File: src/rtl/srpt_fetch_sched_pkg.sv
// Shared SRPT definitions for the fetch scheduler: queue-entry priority
// codes, queue-entry field layout, cache-block size and DMA request layout.
// Ports: none (package).
package srpt_fetch_sched_pkg;

  // Queue entry priority codes
  typedef enum logic [2:0] {
    SRPT_INVALIDATE   = 3'b000,
    SRPT_DBUFF_UPDATE = 3'b001,
    SRPT_GRANT_UPDATE = 3'b010,
    SRPT_EMPTY        = 3'b011,
    SRPT_BLOCKED      = 3'b100,
    SRPT_ACTIVE       = 3'b101
  } srpt_prio_e;

  localparam int QUEUE_ENTRY_SIZE     = 99;
  localparam int QUEUE_ENTRY_RPC_ID   = 0;   // 15:0
  localparam int QUEUE_ENTRY_DBUFF_ID = 16;  // 24:16
  localparam int QUEUE_ENTRY_REMAIN   = 26;  // 45:26
  localparam int QUEUE_ENTRY_DBUFFED  = 46;  // 65:46
  localparam int QUEUE_ENTRY_GRANTED  = 66;  // 85:66
  localparam int QUEUE_ENTRY_PRIORITY = 86;  // 88:86

  localparam int CACHE_BLOCK_SIZE  = 64;
  localparam int HOMA_PAYLOAD_SIZE = 1386;

  // DMA request: {len, offset, dbuff_id, rpc_id, tag}, tag at the LSBs
  localparam int DMA_LEN_W    = 7;
  localparam int DMA_OFF_W    = 20;
  localparam int DMA_DBUFF_W  = 9;
  localparam int DMA_RPC_W    = 16;
  localparam int DMA_FIELDS_W = DMA_LEN_W + DMA_OFF_W + DMA_DBUFF_W + DMA_RPC_W;

  // Packed view of a queue entry; first member is the MSB end.
  typedef struct packed {
    logic [9:0]  rsvd_hi;
    logic [2:0]  prio;
    logic [19:0] granted;
    logic [19:0] dbuffered;
    logic [19:0] remaining;
    logic        rsvd_lo;
    logic [8:0]  dbuff_id;
    logic [15:0] rpc_id;
  } queue_entry_t;

endpackage

File: src/rtl/srpt_fetch_sched_if.sv
// FIFO-side handshake bundle of the SRPT fetch scheduler.
//   slave  : scheduler view (pops fetch/completion FIFOs, pushes request/notification FIFOs)
//   master : environment view (FIFOs around the scheduler)
interface srpt_fetch_sched_if
  import srpt_fetch_sched_pkg::*;
#(
  parameter int TAG_W = 4
);
  logic                                fetch_in_empty_i;
  logic                                fetch_in_read_en_o;
  logic [QUEUE_ENTRY_SIZE-1:0]         fetch_in_data_i;
  logic                                dma_req_full_i;
  logic                                dma_req_write_en_o;
  logic [TAG_W+DMA_FIELDS_W-1:0]       dma_req_data_o;
  logic                                dma_cmpl_empty_i;
  logic                                dma_cmpl_read_en_o;
  logic [TAG_W-1:0]                    dma_cmpl_data_i;
  logic                                dbuff_notif_full_i;
  logic                                dbuff_notif_write_en_o;
  logic [QUEUE_ENTRY_SIZE-1:0]         dbuff_notif_data_o;

  modport slave (
    input  fetch_in_empty_i, fetch_in_data_i, dma_req_full_i,
           dma_cmpl_empty_i, dma_cmpl_data_i, dbuff_notif_full_i,
    output fetch_in_read_en_o, dma_req_write_en_o, dma_req_data_o,
           dma_cmpl_read_en_o, dbuff_notif_write_en_o, dbuff_notif_data_o
  );

  modport master (
    output fetch_in_empty_i, fetch_in_data_i, dma_req_full_i,
           dma_cmpl_empty_i, dma_cmpl_data_i, dbuff_notif_full_i,
    input  fetch_in_read_en_o, dma_req_write_en_o, dma_req_data_o,
           dma_cmpl_read_en_o, dbuff_notif_write_en_o, dbuff_notif_data_o
  );
endinterface

File: src/rtl/srpt_tag_alloc.sv
// DMA tag allocator: in-use bitmap with a lowest-index free-tag encoder.
// The encoder looks only at the registered bitmap, so a tag freed this
// cycle becomes allocatable next cycle.
// Ports: ap_clk/ap_rst_n (async active-low), alloc_i takes alloc_tag_o,
// free_i/free_tag_i releases a tag, any_free_o, in_use_o bitmap, count_o.
module srpt_tag_alloc #(
  parameter int MAX_OUTSTANDING = 16,
  parameter int TAG_W           = $clog2(MAX_OUTSTANDING)
) (
  input  logic                       ap_clk,
  input  logic                       ap_rst_n,
  input  logic                       alloc_i,
  input  logic                       free_i,
  input  logic [TAG_W-1:0]           free_tag_i,
  output logic [TAG_W-1:0]           alloc_tag_o,
  output logic                       any_free_o,
  output logic [MAX_OUTSTANDING-1:0] in_use_o,
  output logic [TAG_W:0]             count_o
);
  localparam int CNT_W = TAG_W + 1;

  logic [MAX_OUTSTANDING-1:0] in_use_q;
  logic [MAX_OUTSTANDING-1:0] alloc_mask;
  logic [MAX_OUTSTANDING-1:0] free_mask;

  // Scan downward so the lowest free index is the last one written.
  always_comb begin
    alloc_tag_o = '0;
    for (int i = MAX_OUTSTANDING - 1; i >= 0; i--) begin
      if (!in_use_q[i]) alloc_tag_o = TAG_W'(i);
    end
  end

  assign any_free_o = ~&in_use_q;
  assign in_use_o   = in_use_q;
  assign alloc_mask = alloc_i ? (MAX_OUTSTANDING'(1) << alloc_tag_o) : '0;
  assign free_mask  = free_i  ? (MAX_OUTSTANDING'(1) << free_tag_i)  : '0;

  always_ff @(posedge ap_clk or negedge ap_rst_n) begin
    if (!ap_rst_n) begin
      in_use_q <= '0;
      count_o  <= '0;
    end else begin
      in_use_q <= (in_use_q | alloc_mask) & ~free_mask;
      count_o  <= count_o + CNT_W'(alloc_i) - CNT_W'(free_i);
    end
  end
endmodule

File: src/rtl/srpt_fetch_sched.sv
// SRPT fetch scheduler: pops cache-block fetches from the fetch queue,
// allocates a DMA tag and issues a host read; on each (out-of-order) DMA
// completion emits a DBUFF_UPDATE queue entry toward the send-side queue.
// Ports: ap_clk, ap_rst_n (async active-low), bus (FIFO handshakes, slave
// modport), outstanding_o (tags in use), err_o (sticky: completion for a
// free tag).
// Optional: define SRPT_FETCH_STATS_EN to add stat_issued_o,
// stat_completed_o and stat_tag_stall_o wrapping 32-bit counters.
module srpt_fetch_sched
  import srpt_fetch_sched_pkg::*;
#(
  parameter int MAX_OUTSTANDING = 16,
  parameter int TAG_W           = $clog2(MAX_OUTSTANDING)
) (
  input  logic                ap_clk,
  input  logic                ap_rst_n,
  srpt_fetch_sched_if.slave   bus,
  output logic [TAG_W:0]      outstanding_o,
  output logic                err_o
`ifdef SRPT_FETCH_STATS_EN
  ,
  output logic [31:0]         stat_issued_o,
  output logic [31:0]         stat_completed_o,
  output logic [31:0]         stat_tag_stall_o
`endif
);

  function automatic logic [DMA_LEN_W-1:0] sat_len(input logic [19:0] remaining);
    return (remaining > 20'(CACHE_BLOCK_SIZE)) ? DMA_LEN_W'(CACHE_BLOCK_SIZE)
                                                : remaining[DMA_LEN_W-1:0];
  endfunction

  queue_entry_t               fetch_entry;
  queue_entry_t               notif_entry_p0;
  logic                       unused_fields;
  logic                       tag_free_any;
  logic [TAG_W-1:0]           alloc_tag;
  logic [MAX_OUTSTANDING-1:0] tag_in_use;
  logic                       issue_vld_p0;
  logic [DMA_LEN_W-1:0]       issue_len_p0;
  logic                       cmpl_hit_p0;
  logic                       cmpl_miss_p0;

  logic [15:0] tbl_rpc   [MAX_OUTSTANDING];
  logic [8:0]  tbl_dbuff [MAX_OUTSTANDING];
  logic [19:0] tbl_end   [MAX_OUTSTANDING];

  assign fetch_entry   = queue_entry_t'(bus.fetch_in_data_i);
  assign unused_fields = ^{fetch_entry.rsvd_hi, fetch_entry.granted, fetch_entry.rsvd_lo};

  // Gated by reset so no entry is popped (and lost) while held in reset.
  assign bus.fetch_in_read_en_o = ap_rst_n && !bus.fetch_in_empty_i &&
                                  !bus.dma_req_full_i && tag_free_any;
  assign bus.dma_cmpl_read_en_o = ap_rst_n && !bus.dma_cmpl_empty_i &&
                                  !bus.dbuff_notif_full_i;

  // Non-ACTIVE or zero-length entries are popped and dropped.
  assign issue_vld_p0 = bus.fetch_in_read_en_o && (fetch_entry.prio == SRPT_ACTIVE) &&
                        (fetch_entry.remaining != '0);
  assign issue_len_p0 = sat_len(fetch_entry.remaining);
  assign cmpl_hit_p0  = bus.dma_cmpl_read_en_o &&  tag_in_use[bus.dma_cmpl_data_i];
  assign cmpl_miss_p0 = bus.dma_cmpl_read_en_o && !tag_in_use[bus.dma_cmpl_data_i];

  always_comb begin
    notif_entry_p0           = '0;
    notif_entry_p0.prio      = SRPT_DBUFF_UPDATE;
    notif_entry_p0.rpc_id    = tbl_rpc[bus.dma_cmpl_data_i];
    notif_entry_p0.dbuff_id  = tbl_dbuff[bus.dma_cmpl_data_i];
    notif_entry_p0.dbuffered = tbl_end[bus.dma_cmpl_data_i];
  end

  srpt_tag_alloc #(
    .MAX_OUTSTANDING (MAX_OUTSTANDING),
    .TAG_W           (TAG_W)
  ) u_tag_alloc (
    .ap_clk      (ap_clk),
    .ap_rst_n    (ap_rst_n),
    .alloc_i     (issue_vld_p0),
    .free_i      (cmpl_hit_p0),
    .free_tag_i  (bus.dma_cmpl_data_i),
    .alloc_tag_o (alloc_tag),
    .any_free_o  (tag_free_any),
    .in_use_o    (tag_in_use),
    .count_o     (outstanding_o)
  );

  // ---- stage p0 -> p1: register request / notification, update tag table
  always_ff @(posedge ap_clk or negedge ap_rst_n) begin
    if (!ap_rst_n) begin
      bus.dma_req_write_en_o     <= 1'b0;
      bus.dma_req_data_o         <= '0;
      bus.dbuff_notif_write_en_o <= 1'b0;
      bus.dbuff_notif_data_o     <= '0;
      err_o                      <= 1'b0;
      for (int i = 0; i < MAX_OUTSTANDING; i++) begin
        tbl_rpc[i]   <= '0;
        tbl_dbuff[i] <= '0;
        tbl_end[i]   <= '0;
      end
    end else begin
      bus.dma_req_write_en_o     <= issue_vld_p0;
      bus.dbuff_notif_write_en_o <= cmpl_hit_p0;
      if (issue_vld_p0) begin
        bus.dma_req_data_o   <= {issue_len_p0, fetch_entry.dbuffered, fetch_entry.dbuff_id,
                                 fetch_entry.rpc_id, alloc_tag};
        tbl_rpc[alloc_tag]   <= fetch_entry.rpc_id;
        tbl_dbuff[alloc_tag] <= fetch_entry.dbuff_id;
        tbl_end[alloc_tag]   <= fetch_entry.dbuffered + 20'(issue_len_p0);
      end
      if (cmpl_hit_p0)  bus.dbuff_notif_data_o <= notif_entry_p0;
      if (cmpl_miss_p0) err_o <= 1'b1;
    end
  end

`ifdef SRPT_FETCH_STATS_EN
  always_ff @(posedge ap_clk or negedge ap_rst_n) begin
    if (!ap_rst_n) begin
      stat_issued_o    <= '0;
      stat_completed_o <= '0;
      stat_tag_stall_o <= '0;
    end else begin
      if (issue_vld_p0) stat_issued_o    <= stat_issued_o + 32'd1;
      if (cmpl_hit_p0)  stat_completed_o <= stat_completed_o + 32'd1;
      if (!bus.fetch_in_empty_i && !bus.dma_req_full_i && !tag_free_any)
        stat_tag_stall_o <= stat_tag_stall_o + 32'd1;
    end
  end
`endif

endmodule

File: src/flat_wrapper.sv
// flat-port wrapper written by rule: the top's interface ports become plain ports
module srpt_fetch_sched_flat import srpt_fetch_sched_pkg::*;
#(
  parameter int MAX_OUTSTANDING = 16,
  parameter int TAG_W           = $clog2(MAX_OUTSTANDING)
)
  (ap_clk, ap_rst_n, outstanding_o, err_o, bus_fetch_in_empty_i, bus_fetch_in_data_i, bus_dma_req_full_i, bus_dma_cmpl_empty_i, bus_dma_cmpl_data_i, bus_dbuff_notif_full_i, bus_fetch_in_read_en_o, bus_dma_req_write_en_o, bus_dma_req_data_o, bus_dma_cmpl_read_en_o, bus_dbuff_notif_write_en_o, bus_dbuff_notif_data_o);
  srpt_fetch_sched_if #(.TAG_W(TAG_W)) bus_i ();
  input  logic ap_clk;
  input  logic ap_rst_n;
  output logic [TAG_W:0] outstanding_o;
  output logic err_o;
  input wire logic [$bits(bus_i.fetch_in_empty_i)-1:0] bus_fetch_in_empty_i;
  input wire logic [$bits(bus_i.fetch_in_data_i)-1:0] bus_fetch_in_data_i;
  input wire logic [$bits(bus_i.dma_req_full_i)-1:0] bus_dma_req_full_i;
  input wire logic [$bits(bus_i.dma_cmpl_empty_i)-1:0] bus_dma_cmpl_empty_i;
  input wire logic [$bits(bus_i.dma_cmpl_data_i)-1:0] bus_dma_cmpl_data_i;
  input wire logic [$bits(bus_i.dbuff_notif_full_i)-1:0] bus_dbuff_notif_full_i;
  output wire logic [$bits(bus_i.fetch_in_read_en_o)-1:0] bus_fetch_in_read_en_o;
  output wire logic [$bits(bus_i.dma_req_write_en_o)-1:0] bus_dma_req_write_en_o;
  output wire logic [$bits(bus_i.dma_req_data_o)-1:0] bus_dma_req_data_o;
  output wire logic [$bits(bus_i.dma_cmpl_read_en_o)-1:0] bus_dma_cmpl_read_en_o;
  output wire logic [$bits(bus_i.dbuff_notif_write_en_o)-1:0] bus_dbuff_notif_write_en_o;
  output wire logic [$bits(bus_i.dbuff_notif_data_o)-1:0] bus_dbuff_notif_data_o;
  assign bus_i.fetch_in_empty_i = bus_fetch_in_empty_i;
  assign bus_i.fetch_in_data_i = bus_fetch_in_data_i;
  assign bus_i.dma_req_full_i = bus_dma_req_full_i;
  assign bus_i.dma_cmpl_empty_i = bus_dma_cmpl_empty_i;
  assign bus_i.dma_cmpl_data_i = bus_dma_cmpl_data_i;
  assign bus_i.dbuff_notif_full_i = bus_dbuff_notif_full_i;
  assign bus_fetch_in_read_en_o = bus_i.fetch_in_read_en_o;
  assign bus_dma_req_write_en_o = bus_i.dma_req_write_en_o;
  assign bus_dma_req_data_o = bus_i.dma_req_data_o;
  assign bus_dma_cmpl_read_en_o = bus_i.dma_cmpl_read_en_o;
  assign bus_dbuff_notif_write_en_o = bus_i.dbuff_notif_write_en_o;
  assign bus_dbuff_notif_data_o = bus_i.dbuff_notif_data_o;
  srpt_fetch_sched #(.MAX_OUTSTANDING(MAX_OUTSTANDING), .TAG_W(TAG_W)) u_core (.ap_clk(ap_clk), .ap_rst_n(ap_rst_n), .bus(bus_i), .outstanding_o(outstanding_o), .err_o(err_o));
endmodule
File: config.mk
export PLATFORM = sky130hd
export DESIGN_NAME = srpt_fetch_sched_flat
export DESIGN_NICKNAME = d
export VERILOG_FILES = /design/src/rtl/srpt_fetch_sched_pkg.sv /design/src/rtl/srpt_fetch_sched_if.sv /design/src/rtl/srpt_tag_alloc.sv /design/src/rtl/srpt_fetch_sched.sv /design/src/flat_wrapper.sv
export SDC_FILE = /design/constraint.sdc
export NUM_CORES = 1
export LEC_CHECK = 0
export CORE_MARGIN = 8
export CORE_UTILIZATION = 59
export DETAILED_ROUTE_END_ITERATION = 10
export PLACE_DENSITY = 0.8
export SLEW_MARGIN = 20
export SYNTH_ARGS = -nofsm -noshare
export SYNTH_HDL_FRONTEND = slang
export SYNTH_SLANG_ARGS = --single-unit
File: constraint.sdc
create_clock -name ap_clk -period 4.2 [get_ports ap_clk]
set_input_delay 0.42 -clock ap_clk [delete_from_list [all_inputs] [get_ports ap_clk]]
set_output_delay 0.42 -clock ap_clk [all_outputs]
set_load 0.01 [all_outputs]
== Yosys cells after proc, flatten, opt, wreduce, memory -nomap -nowiden ==
Cells that the tools add are included.
W data, S select, Z words.

* Add/subtract/negate cells: 3
* Equal/unequal tests: 1
* Order comparisons: 5
* Bitwise logic cells: 5
* Shifts and indexed selects: 2
* Mux-type cells: 39
* Reduce and logical (&&, ||, !) cells: 18

{| class="wikitable"
|+ Operators by type and width
! kind !! count
|-
| $bwmux W320 || 1
|-
| $bwmux W256 || 1
|-
| $bwmux W144 || 1
|-
| $bmux W20 S4 || 1
|-
| $demux W20 S4 || 1
|-
| $mux W16 || 5
|-
| $bmux W16 S4 || 1
|-
| $demux W16 S4 || 1
|-
| $mux W4 || 16
|-
| $mux W20 || 3
|-
| $bmux W9 S4 || 1
|-
| $demux W9 S4 || 1
|-
| $shl A1 B4 Y16 const A || 2
|-
| $mux W9 || 3
|-
| $add A20 B7 Y20 || 1
|-
| $gt A20 B7 Y1 const B || 1
|-
| $reduce_bool A20 Y1 || 1
|-
| $and A16 B16 Y16 || 1
|-
| $not A16 Y16 || 1
|-
| $or A16 B16 Y16 || 1
|-
| $reduce_and A16 Y1 || 1
|-
| $ge A5 B5 Y1 const B || 2
|-
| $logic_and A1 B1 Y1 || 10
|-
| $not A4 Y5 || 2
|-
| other kinds (9) || 14
|}

* Flip-flop bits (word level): 846
* Output and inout bits: 165

== Depth between registers and ports, before layout ==
Gate-level depths: netlist (run 1).

* Depth in word-level cells: 22
* Mapped depth: 15
* Mapped depth without buffers: 13

== By module ==
From an unflattened synthesis (run 1), not the netlist that was laid out.

* Cells, all modules: 3,068
* Area total of the unflattened synthesis: 38,385.6 µm²

{| class="wikitable"
|+ Modules (own cells, without submodules)
! module !! cells each !! area an instance (µm²) !! instances !! seq. area each (µm²)
|-
| srpt_fetch_sched || 2,917 || 37,004.2 || 1 || 20,644.8
|-
| srpt_tag_alloc || 151 || 1,381.3 || 1 || 525.5
|}

== Least setup slack after synthesis (run 1) ==
OpenSTA, ideal clock, no wires.

* Path type: in2reg
* Start point: input port bus_dma_cmpl_data_i[0]
* End point: register u_core.u_tag_alloc.count_o[4]
* Data required time: 4,075 ps
* Stages on the path: 15
* Setup slack: 665 ps
* Buffers on the path: 2
* Arrival: 3,410 ps
* Setup time: 125 ps
* Cell sequence: clkbuf_1 > mux4_2 > mux4_2 > nand2_1 > buf_2 > inv_1 > ha_1 > inv_1 > ha_1 > inv_1 > fa_1 > inv_1 > a21o_1 > a21oi_1 > xnor2_1

* Word-level cells in the longest chain between the ends: 4

{| class="wikitable"
|+ RTL lines
! element !! RTL line !! source
|-
| from (decl) || flat_wrapper.sv:17 || <nowiki>input wire logic [$bits(bus_i.dma_cmpl_data_i)-1:0] bus_dma_cmpl_data_i;</nowiki>
|-
| $bmux W1 S4 || srpt_fetch_sched.sv:61 || <nowiki>assign cmpl_hit_p0 = bus.dma_cmpl_read_en_o && tag_in_use[bus.dma_cmpl_data_i];</nowiki>
|-
| $mux W1 (not written as such) || srpt_fetch_sched.sv:61 ||
|-
| $logic_and A1 B1 Y1 || srpt_fetch_sched.sv:61 ||
|-
| named net u_core.cmpl_hit_p0 || srpt_fetch_sched.sv:41 || <nowiki>logic cmpl_hit_p0;</nowiki>
|-
| $sub A5 B1 Y5 || srpt_tag_alloc.sv:45 || <nowiki>count_o <= count_o + CNT_W'(alloc_i) - CNT_W'(free_i);</nowiki>
|-
| to (signal assigned) || srpt_tag_alloc.sv:45 ||
|-
| to (decl) || srpt_tag_alloc.sv:18 || <nowiki>output logic [TAG_W:0] count_o</nowiki>
|}

The timed path passes the listed nets, and every way through them passes these cells. The select of a mux whose other input is x is not followed.
A chain may end at the register's enable or synchronous reset.

== Worst setup path in the final report (run 1) ==
* Start point: input port bus_fetch_in_data_i[42]
* End point: register u_core.tbl_end[310] in the netlist's numbering

* Word-level cells in the longest chain between the ends: 4

{| class="wikitable"
|+ RTL lines
! element !! RTL line !! source
|-
| from (decl) || flat_wrapper.sv:14 || <nowiki>input wire logic [$bits(bus_i.fetch_in_data_i)-1:0] bus_fetch_in_data_i;</nowiki>
|-
| $gt A20 B7 Y1 || srpt_fetch_sched.sv:29 || <nowiki>return (remaining > 20'(CACHE_BLOCK_SIZE)) ? DMA_LEN_W'(CACHE_BLOCK_SIZE)</nowiki>
|-
| $mux W7 || srpt_fetch_sched.sv:29 ||
|-
| named net u_core.issue_len_p0[0] || srpt_fetch_sched.sv:40 || <nowiki>logic [DMA_LEN_W-1:0] issue_len_p0;</nowiki>
|-
| $add A20 B7 Y20 || srpt_fetch_sched.sv:108 || <nowiki>tbl_end[alloc_tag] <= fetch_entry.dbuffered + 20'(issue_len_p0);</nowiki>
|-
| $bwmux W320 || srpt_fetch_sched.sv:108 ||
|-
| to (signal, indexed assignment) || srpt_fetch_sched.sv:108 ||
|-
| to (decl) || srpt_fetch_sched.sv:46 || <nowiki>logic [19:0] tbl_end [MAX_OUTSTANDING];</nowiki>
|}

The timed path passes the listed nets, and every way through them passes these cells.

==> key figures, run 1 <==
Outcome
  • Outcome: complete, no violations

Worst setup path
  • CP Capture Type: register
  • R2r startpoint: u_core.u_tag_alloc.in_use_o[1]$_DFF_PN0_
  • Worst path cell trace: clkdlybuf4s50_1 -> nor4_1 -> nand3_1 -> a21oi_1 -> and2_1 -> ha_1 -> fa_1 -> a211oi_1 -> nor2_1 -> o41a_1 -> nand4_1 -> xnor2_1 -> mux2_2
  • Data required, critical path: 4.76 ns
  • R2R cell count: 13
  • Worst path bufs/invs: 1
  • R2r setup slk: 0.59 ns
  • Critical Path Start Type: input port
  • WS Path Type: input port to register
  • Slowest cell delay on critical path: 0.86 ns
  • CP top delay family: simple AND/OR/NAND/NOR gates
  • RR Endpoint: u_core.u_tag_alloc.count_o[4]$_DFF_PN0_
  • Crit Path Max Fanout: 16
  • CP max-delay cell: xnor2_1
  • WP data arrival: 4.26 ns

Floorplan
  • Die width: 272 um
  • DIE HEIGHT: 272 um
  • Row Count: 93
  • Io pins: 274
  • Placeable Area: 0.0646 mm^2
  • Starting density of the core: 59.7%
  • Die area: 0.0738 mm^2

Drt
  • First-pass iteration count of the detailed router: 5
  • ANT nets after route: 0
  • Wire length per cell: 26.5 um
  • DR WL met2: 46.9 mm
  • Met3 wire len: 5.74 mm
  • Wl on met1: 37.0 mm
  • DR top layer: met5
  • Vias per inst: 6.23
  • Final WL: 92.9 mm
  • Vias: 21900
  • Remaining DRCs: 0
  • Initial DRC Count: 1609

Global routing
  • Grt total ovfl: 0
  • First-pass GRT wire length: 144 mm
  • Largest net degree at the start of global routing: 197
  • Initial antenna violation count: 1
  • Total Routing Usage GR: 25.2%
  • Vias in the first global route: 24000

Finish
  • Area Growth Syn to Fin: 13.7%
  • Non-filler instance count after layout: 3509
  • NumNets Final: 2716
  • Layout Utilization: 67.9%
  • Final Cell Area: 0.0438 mm^2
  • # diodes: 0
  • Share of layout cells above drive strength 1: 45.2%

Yosys
  • Post-synth cell types: 56
  • Seq cells post-synth: 846
  • Ys async rst share: 100%
  • Syn. warnings: 0
  • Main synth FF type: dfrtp_1
  • Most instantiated cells after synthesis: dfrtp_1 (846), mux2_2 (730), mux4_2 (230)
  • Post-synth top area share: 54.9%
  • Largest area contributor in the netlist: dfrtp_1
  • Sequential area share after synthesis: 54.9%
  • Synth Instances: 2442
  • Most frequent cell after synthesis: dfrtp_1
  • Synth area leaders: dfrtp_1 (55%), mux2_2 (21%), mux4_2 (13%), nand2_1 (1.5%), buf_4 (1.1%)
  • EDFF count, synth: 0
  • Post-Syn Area: 0.0385 mm^2
  • Avg Cell Area, Syn: 15.8 um^2

Timing
  • Slew HR: 26.4%
  • RSZ-0062 raised after global routing: false
  • Final Hold Fails: 0
  • Max Fclk: 270 MHz
  • Actual slew at the worst max-slew pin: 1.10 ns
  • Final worst clock skew: 0.0219 ns
  • Fin. max-slew vios: 0
  • Period Utilization, post-route: 88.0%
  • Clock period minus worst slack: 3.70 ns
  • Final setup violation count: 0

CTS
  • Setup Fix Bufs, Post-CTS: 0
  • Htree depth: 3
  • Worst-Skew Late Latency: 0.64 ns
  • TritonCTS Buffers: 85
  • TritonCTS clock tree: done
  • CTS Buffer Depth: 3
  • CTS root buffer: clkbuf_16
  • Post-cts sizing count: 0
  • Worst-path clk slew: 0.06 ns
  • CTS Sinks: 846

Placed design
  • PortBufs: 189
  • Area after DPL: 0.0410 mm^2
  • Final GP Congestion: 0.834
  • Dpl hpwl: 54.7 mm
  • Cell Count Post-Placement: 3359

Pwr
  • Combinational share of power: 9.4%
  • Switching power: 4.24 mW
  • Sw frac: 24.0%
  • Peak VDD IR: 296 uV
  • Internal power: 13.4 mW
  • Clk pwr share: 41.6%
  • Power Dens Cells: 404 mW/mm^2
  • Total chip power: 17.7 mW
  • Seq pwr share: 49.0%
  • Leakage Power: 21.2 nW

Run
  • Maxcap violations: 0

Hold path
  • Hold crit path type: input port to asynchronous set/reset pin
==> repair_timing <==
action                     CTS  global route
setup endpoints to repair    0             0
hold buffers                 1             0
hold endpoints to repair    33             0
==> how the worst max path moves through the flow <==
stage                                 start                                       to  slack, ns  cells after the start
floorplan            bus_dma_cmpl_data_i[0]  u_core.u_tag_alloc.count_o[4]$_DFF_PN0_       0.67                     15
global placement    bus_fetch_in_data_i[40]          u_core.tbl_end[178]$_DFFE_PN0P_      -0.03                     13
detailed placement  bus_fetch_in_data_i[42]           u_core.tbl_end[58]$_DFFE_PN0P_      -0.18                     13
CTS                 bus_fetch_in_data_i[42]          u_core.tbl_end[158]$_DFFE_PN0P_       0.47                     13
global route        bus_fetch_in_data_i[42]          u_core.tbl_end[310]$_DFFE_PN0P_       0.06                     13
finish              bus_fetch_in_data_i[42]          u_core.tbl_end[310]$_DFFE_PN0P_       0.50                     13
==> layout make-up <==
type	count	area (um^2)
inverter	19	71.3
sequential	846	21200
clock inverter	28	319
tap	855	1070
multi-input combinational	1389	16200
fill	4236	20800
clock buffer	120	2380
timing repair buffer	252	2590
==> flip-flops by register name (all words and copies together), names as in the netlist <==
name,flops
u_core.bus.dbuff_notif_data_o,46
u_core.bus.dbuff_notif_write_en_o,1
u_core.bus.dma_req_data_o,56
u_core.bus.dma_req_write_en_o,1
u_core.err_o,1
u_core.tbl_dbuff,144
u_core.tbl_end,320
u_core.tbl_rpc,256
u_core.u_tag_alloc.count_o,5
u_core.u_tag_alloc.in_use_o,16
==> power by group through the flow <==
stage / logic [mW] / registers (mW) / clock network (mW)
2_1_floorplan: 0.879 / 8.81 / 0
3_3_place_gp: 1.60 / 8.78 / 0
3_5_place_dp: 1.66 / 8.81 / 0
4_1_cts: 1.67 / 8.67 / 7.48
5_1_grt: 1.80 / 8.70 / 7.82
6_report: 1.66 / 8.67 / 7.36
==> layout by cell type (no fill, tap or decap), types with 7 or more instances in the layout <==
master           instances
nand2_1                158
dfrtp_1                846
inv_1                   18
mux2_1                  34
o21ai_0                  7
buf_4                   46
clkbuf_16               85
xnor2_1                  7
a21oi_1                 10
mux4_2                 230
ha_1                    12
xnor2_2                 11
and2_1                   8
nor2_1                  16
mux2_4                   8
nand3_1                  8
clkbuf_1                23
buf_12                  16
clkdlybuf4s50_1        184
mux2_2                 730
clkbuf_8                12
nand4_1                  7
a2bb2oi_1                8
conb_1                  53
clkinv_2                13
==> through the flow <==
step                      TNS [ns]  worst slack (ns)  hold WS [ns]
after detailed placement     -10.0            -0.178         0.248
after floorplan                  0             0.665         0.124
after global placement      -0.443           -0.0299         0.249
final                            0             0.503         0.192
after CTS                        0             0.473         0.171
after global routing             0            0.0558         0.191
==> kinds of logic after synthesis <==
kind of cell | count (synthesis) | synth area share, %
other cells | 1 | 0.00973
fa+ha+maj | 14 | 0.493
flops | 846 | 54.9
buf+inv | 259 | 3.77
mux | 1002 | 36.1
compound gates | 60 | 1.36
xor+xnor | 20 | 0.454
simple gates | 240 | 2.92
==> layer usage <==
layer | vias to the layer above | track usage (%)
li1 | 9149 | -
met1 | 11800 | 32.5
met2 | 703 | 42.3
met3 | 200 | 4.97
met4 | 2 | 9.18
met5 | - | 0.920
(Power assumes the default switching activity.)
==> inputs of run 2 (changes only) <==
Settings changed: CORE_UTILIZATION 59 to 50, PLACE_DENSITY 0.8 to 0.7.
==> run 2 against run 1 <==
Net effect: first-iteration DRC count up 0.12%; setup slack worse by 0.011 ns; critical endpoint is now u_core.tbl_end[95]$_DFFE_PN0P_; via count down 0.87%; clock power up 8.6%; fmax down 0.31%; critical path type unchanged; largest power group unchanged; combinational power about the same; clock skew down 0.0054 ns; total power up 3.5%; routed wire length up 0.93%.
==> key figures, run 2 (synthesized netlist as in run 1, its figures left out) <==
Outcome
  • Outcome: complete, no violations

Timing
  • Slew HR: 24.1% (-2.3 points)
  • RSZ-0062 raised after global routing: false
  • Actual slew at the worst max-slew pin: 1.13 ns (+0.0262 ns)
  • Final Hold Fails: 0 (unchanged)
  • Fin Setup TNS: 0 ns (unchanged)
  • Final worst clock skew: 0.0164 ns (-0.00542 ns)
  • Final setup violation count: 0 (unchanged)
  • Final worst slack: 0.491 ns (-0.0114 ns)
  • Final hold slack: 0.340 ns (+0.149 ns)
  • Fin. max-slew vios: 0 (unchanged)
  • Max Fclk: 270 MHz (-0.31%)
  • Period Utilization, post-route: 88.3% (+0.27 points)
  • Clock period minus worst slack: 3.71 ns (+0.0114 ns)

CTS
  • CTS Buffer Depth: 3 (unchanged)
  • Worst-Skew Late Latency: 0.63 ns (about the same)
  • TritonCTS Buffers: 87 (+2.4%)
  • CTS root buffer: clkbuf_16
  • Htree depth: 3 (unchanged)
  • CTS Sinks: 846 (unchanged)
  • Setup Fix Bufs, Post-CTS: 0 (unchanged)
  • Worst-path clk slew: 0.06 ns (about the same)
  • TritonCTS clock tree: done

Floorplan
  • Die area: 0.0862 mm^2 (+17%)
  • DIE HEIGHT: 294 um (+8.1%)
  • Placeable Area: 0.0768 mm^2 (+19%)
  • Die width: 294 um (+8.1%)
  • Io pins: 274 (unchanged)
  • Starting density of the core: 50.2% (-9.5 points)
  • Row Count: 102 (+9.7%)

Pwr
  • Leakage Power: 21.4 nW (+0.74%)
  • Switching power: 4.32 mW (+1.8%)
  • Combinational share of power: 9.0% (-0.4 points)
  • Sw frac: 23.6% (-0.38 points)
  • Internal power: 14.0 mW (+4.0%)
  • Clk pwr share: 43.6% (+2.0 points)
  • Power Dens Cells: 412 mW/mm^2 (+2.2%)
  • Peak VDD IR: 272 uV (-8.0%)
  • Seq pwr share: 47.3% (-1.7 points)
  • Total chip power: 18.3 mW (+3.5%)

Drt
  • Remaining DRCs: 0 (unchanged)
  • First-pass iteration count of the detailed router: 5 (unchanged)
  • Initial DRC Count: 1611 (+0.12%)
  • Vias per inst: 5.84 (-6.2%)
  • Vias: 21700 (-0.87%)
  • ANT nets after route: 0 (unchanged)
  • Final WL: 93.8 mm (+0.93%)
  • Wire length per cell: 25.3 um (-4.5%)

Placed design
  • Setup slack at placement: -0.341 ns (-0.163 ns)
  • Cell Count Post-Placement: 3549 (+5.7%)
  • Final GP Congestion: 0.813 (-2.5%)
  • PortBufs: 189 (unchanged)
  • Dpl hpwl: 55.5 mm (+1.5%)

Finish
  • Leading registers by flop count: u_core.tbl_end x320, u_core.tbl_rpc x256, u_core.tbl_dbuff x144
  • Most common cell after layout, fill and taps aside: dfrtp_1
  • # diodes: 0 (unchanged)
  • Non-filler instance count after layout: 3708 (+5.7%)
  • Area Growth Syn to Fin: 15.2%
  • Commonest non-fill, non-tap cells in the layout: dfrtp_1 (846), mux2_2 (730), mux4_2 (230)
  • NumNets Final: 2722 (+0.22%)
  • Largest register FFs: 320 (unchanged)
  • Top reg by flops: u_core.tbl_end
  • Share of layout cells above drive strength 1: 45.6% (+0.40 points)
  • Fill cells: 5860 (+38%)

Worst setup path
  • R2R cell count: 13 (unchanged)
  • Critical Path Start Type: input port
  • CP Capture Type: register
  • R2r startpoint: u_core.u_tag_alloc.in_use_o[1]$_DFF_PN0_
  • R2r setup slk: 0.65 ns (+0.06 ns)
  • WP data arrival: 4.27 ns (about the same)
  • RR Endpoint: u_core.u_tag_alloc.count_o[4]$_DFF_PN0_
  • Data required, critical path: 4.76 ns (about the same)
  • Crit Path Max Fanout: 16 (unchanged)
  • WS Path Type: input port to register

Global routing
  • First-pass GRT wire length: 146 mm (+1.0%)
  • Initial antenna violation count: 3 (+2)
  • Grt total ovfl: 0 (unchanged)
  • Vias in the first global route: 23600 (-1.7%)
  • Total Routing Usage GR: 21.9% (-3.3 points)
  • Largest net degree at the start of global routing: 169 (-14%)

Run
  • Maxcap violations: 0 (unchanged)

Hold path
  • Hold crit path type: input port to register
  • Hold path startpoint: bus_dma_cmpl_data_i[1]
  • Hold Path Cell Cnt: 3
  • WHS Endpoint: u_core.u_tag_alloc.in_use_o[6]$_DFF_PN0_
-- run 2: changes by cell type in the layout (fill, tap and decap cells not counted), sizes merged --
cell / change
clkbuf: +8
clkinv: -4
bufinv: +4
clkinvlp: +1
inv: +1
buf: +4
-- run 2: worst max-delay path by stage --
stage               cells after the start                                       to                    start  slack [ns]
global route                           13          u_core.tbl_end[135]$_DFFE_PN0P_  bus_fetch_in_data_i[36]        0.23
global placement                       13           u_core.tbl_end[98]$_DFFE_PN0P_  bus_fetch_in_data_i[43]       -0.07
finish                                 13           u_core.tbl_end[95]$_DFFE_PN0P_  bus_fetch_in_data_i[36]        0.49
CTS                                    13          u_core.tbl_end[118]$_DFFE_PN0P_  bus_fetch_in_data_i[36]        0.30
floorplan                              15  u_core.u_tag_alloc.count_o[4]$_DFF_PN0_   bus_dma_cmpl_data_i[0]        0.67
detailed placement                     13           u_core.tbl_end[98]$_DFFE_PN0P_  bus_fetch_in_data_i[36]       -0.34
-- run 2: metrics by stage --
stage | area (um^2) | util, %
detailed placement | 41300 | 53.8
floorplan | 38700 | -
finish | 44400 | 57.8
CTS | 44300 | 57.7
global route | 44400 | 57.8
global placement | 41300 | 53.8
-- run 2: critical path: stages --
cell	delay, ns
clkdlybuf4s50_1	0.42
nor4_1	0.34
nand3_1	0.22
a21oi_1	0.33
and2_1	0.21
ha_1	0.25
o21ai_0	0.12
nor2_1	0.17
o21a_1	0.34
buf_4	0.18
nand2_1	0.06
xnor2_1	0.88
mux2_2	0.31
-- run 2: routing by layer --
layer  up-vias  GRT usage, %  wire, um
li1       9208             -         -
met1     11800          29.1     39100
met2       513          37.7     48300
met3       121          3.05      4360
met4         0          5.95      1990
met5         -             0         0
-- run 2: final cells by class --
type	instances	area [um^2]	share of cell area (%)
Multi-Input combinational cell	1389	16200	36.6
Timing Repair Buffer	256	2620	5.90
Clock buffer	128	2560	5.78
Tap cell	1040	1300	2.93
Inverter	19	71.3	0.161
Sequential cell	846	21200	47.7
Clock inverter	30	420	0.947
-- run 2: repair_timing --
item	in CTS	in global routing
setup endpoints to repair	0	15
resized for setup	0	1
hold buffers	1	0
hold endpoints to repair	3	0
-- run 2: power by group through the flow --
stage          Clock [mW]  Sequential, mW  Combinational (mW)
2_1_floorplan           0            8.81               0.879
3_3_place_gp            0            8.78                1.62
3_5_place_dp            0            8.81                1.66
4_1_cts              8.16            8.66                1.67
5_1_grt              8.52            8.70                1.80
6_report             7.99            8.67                1.65
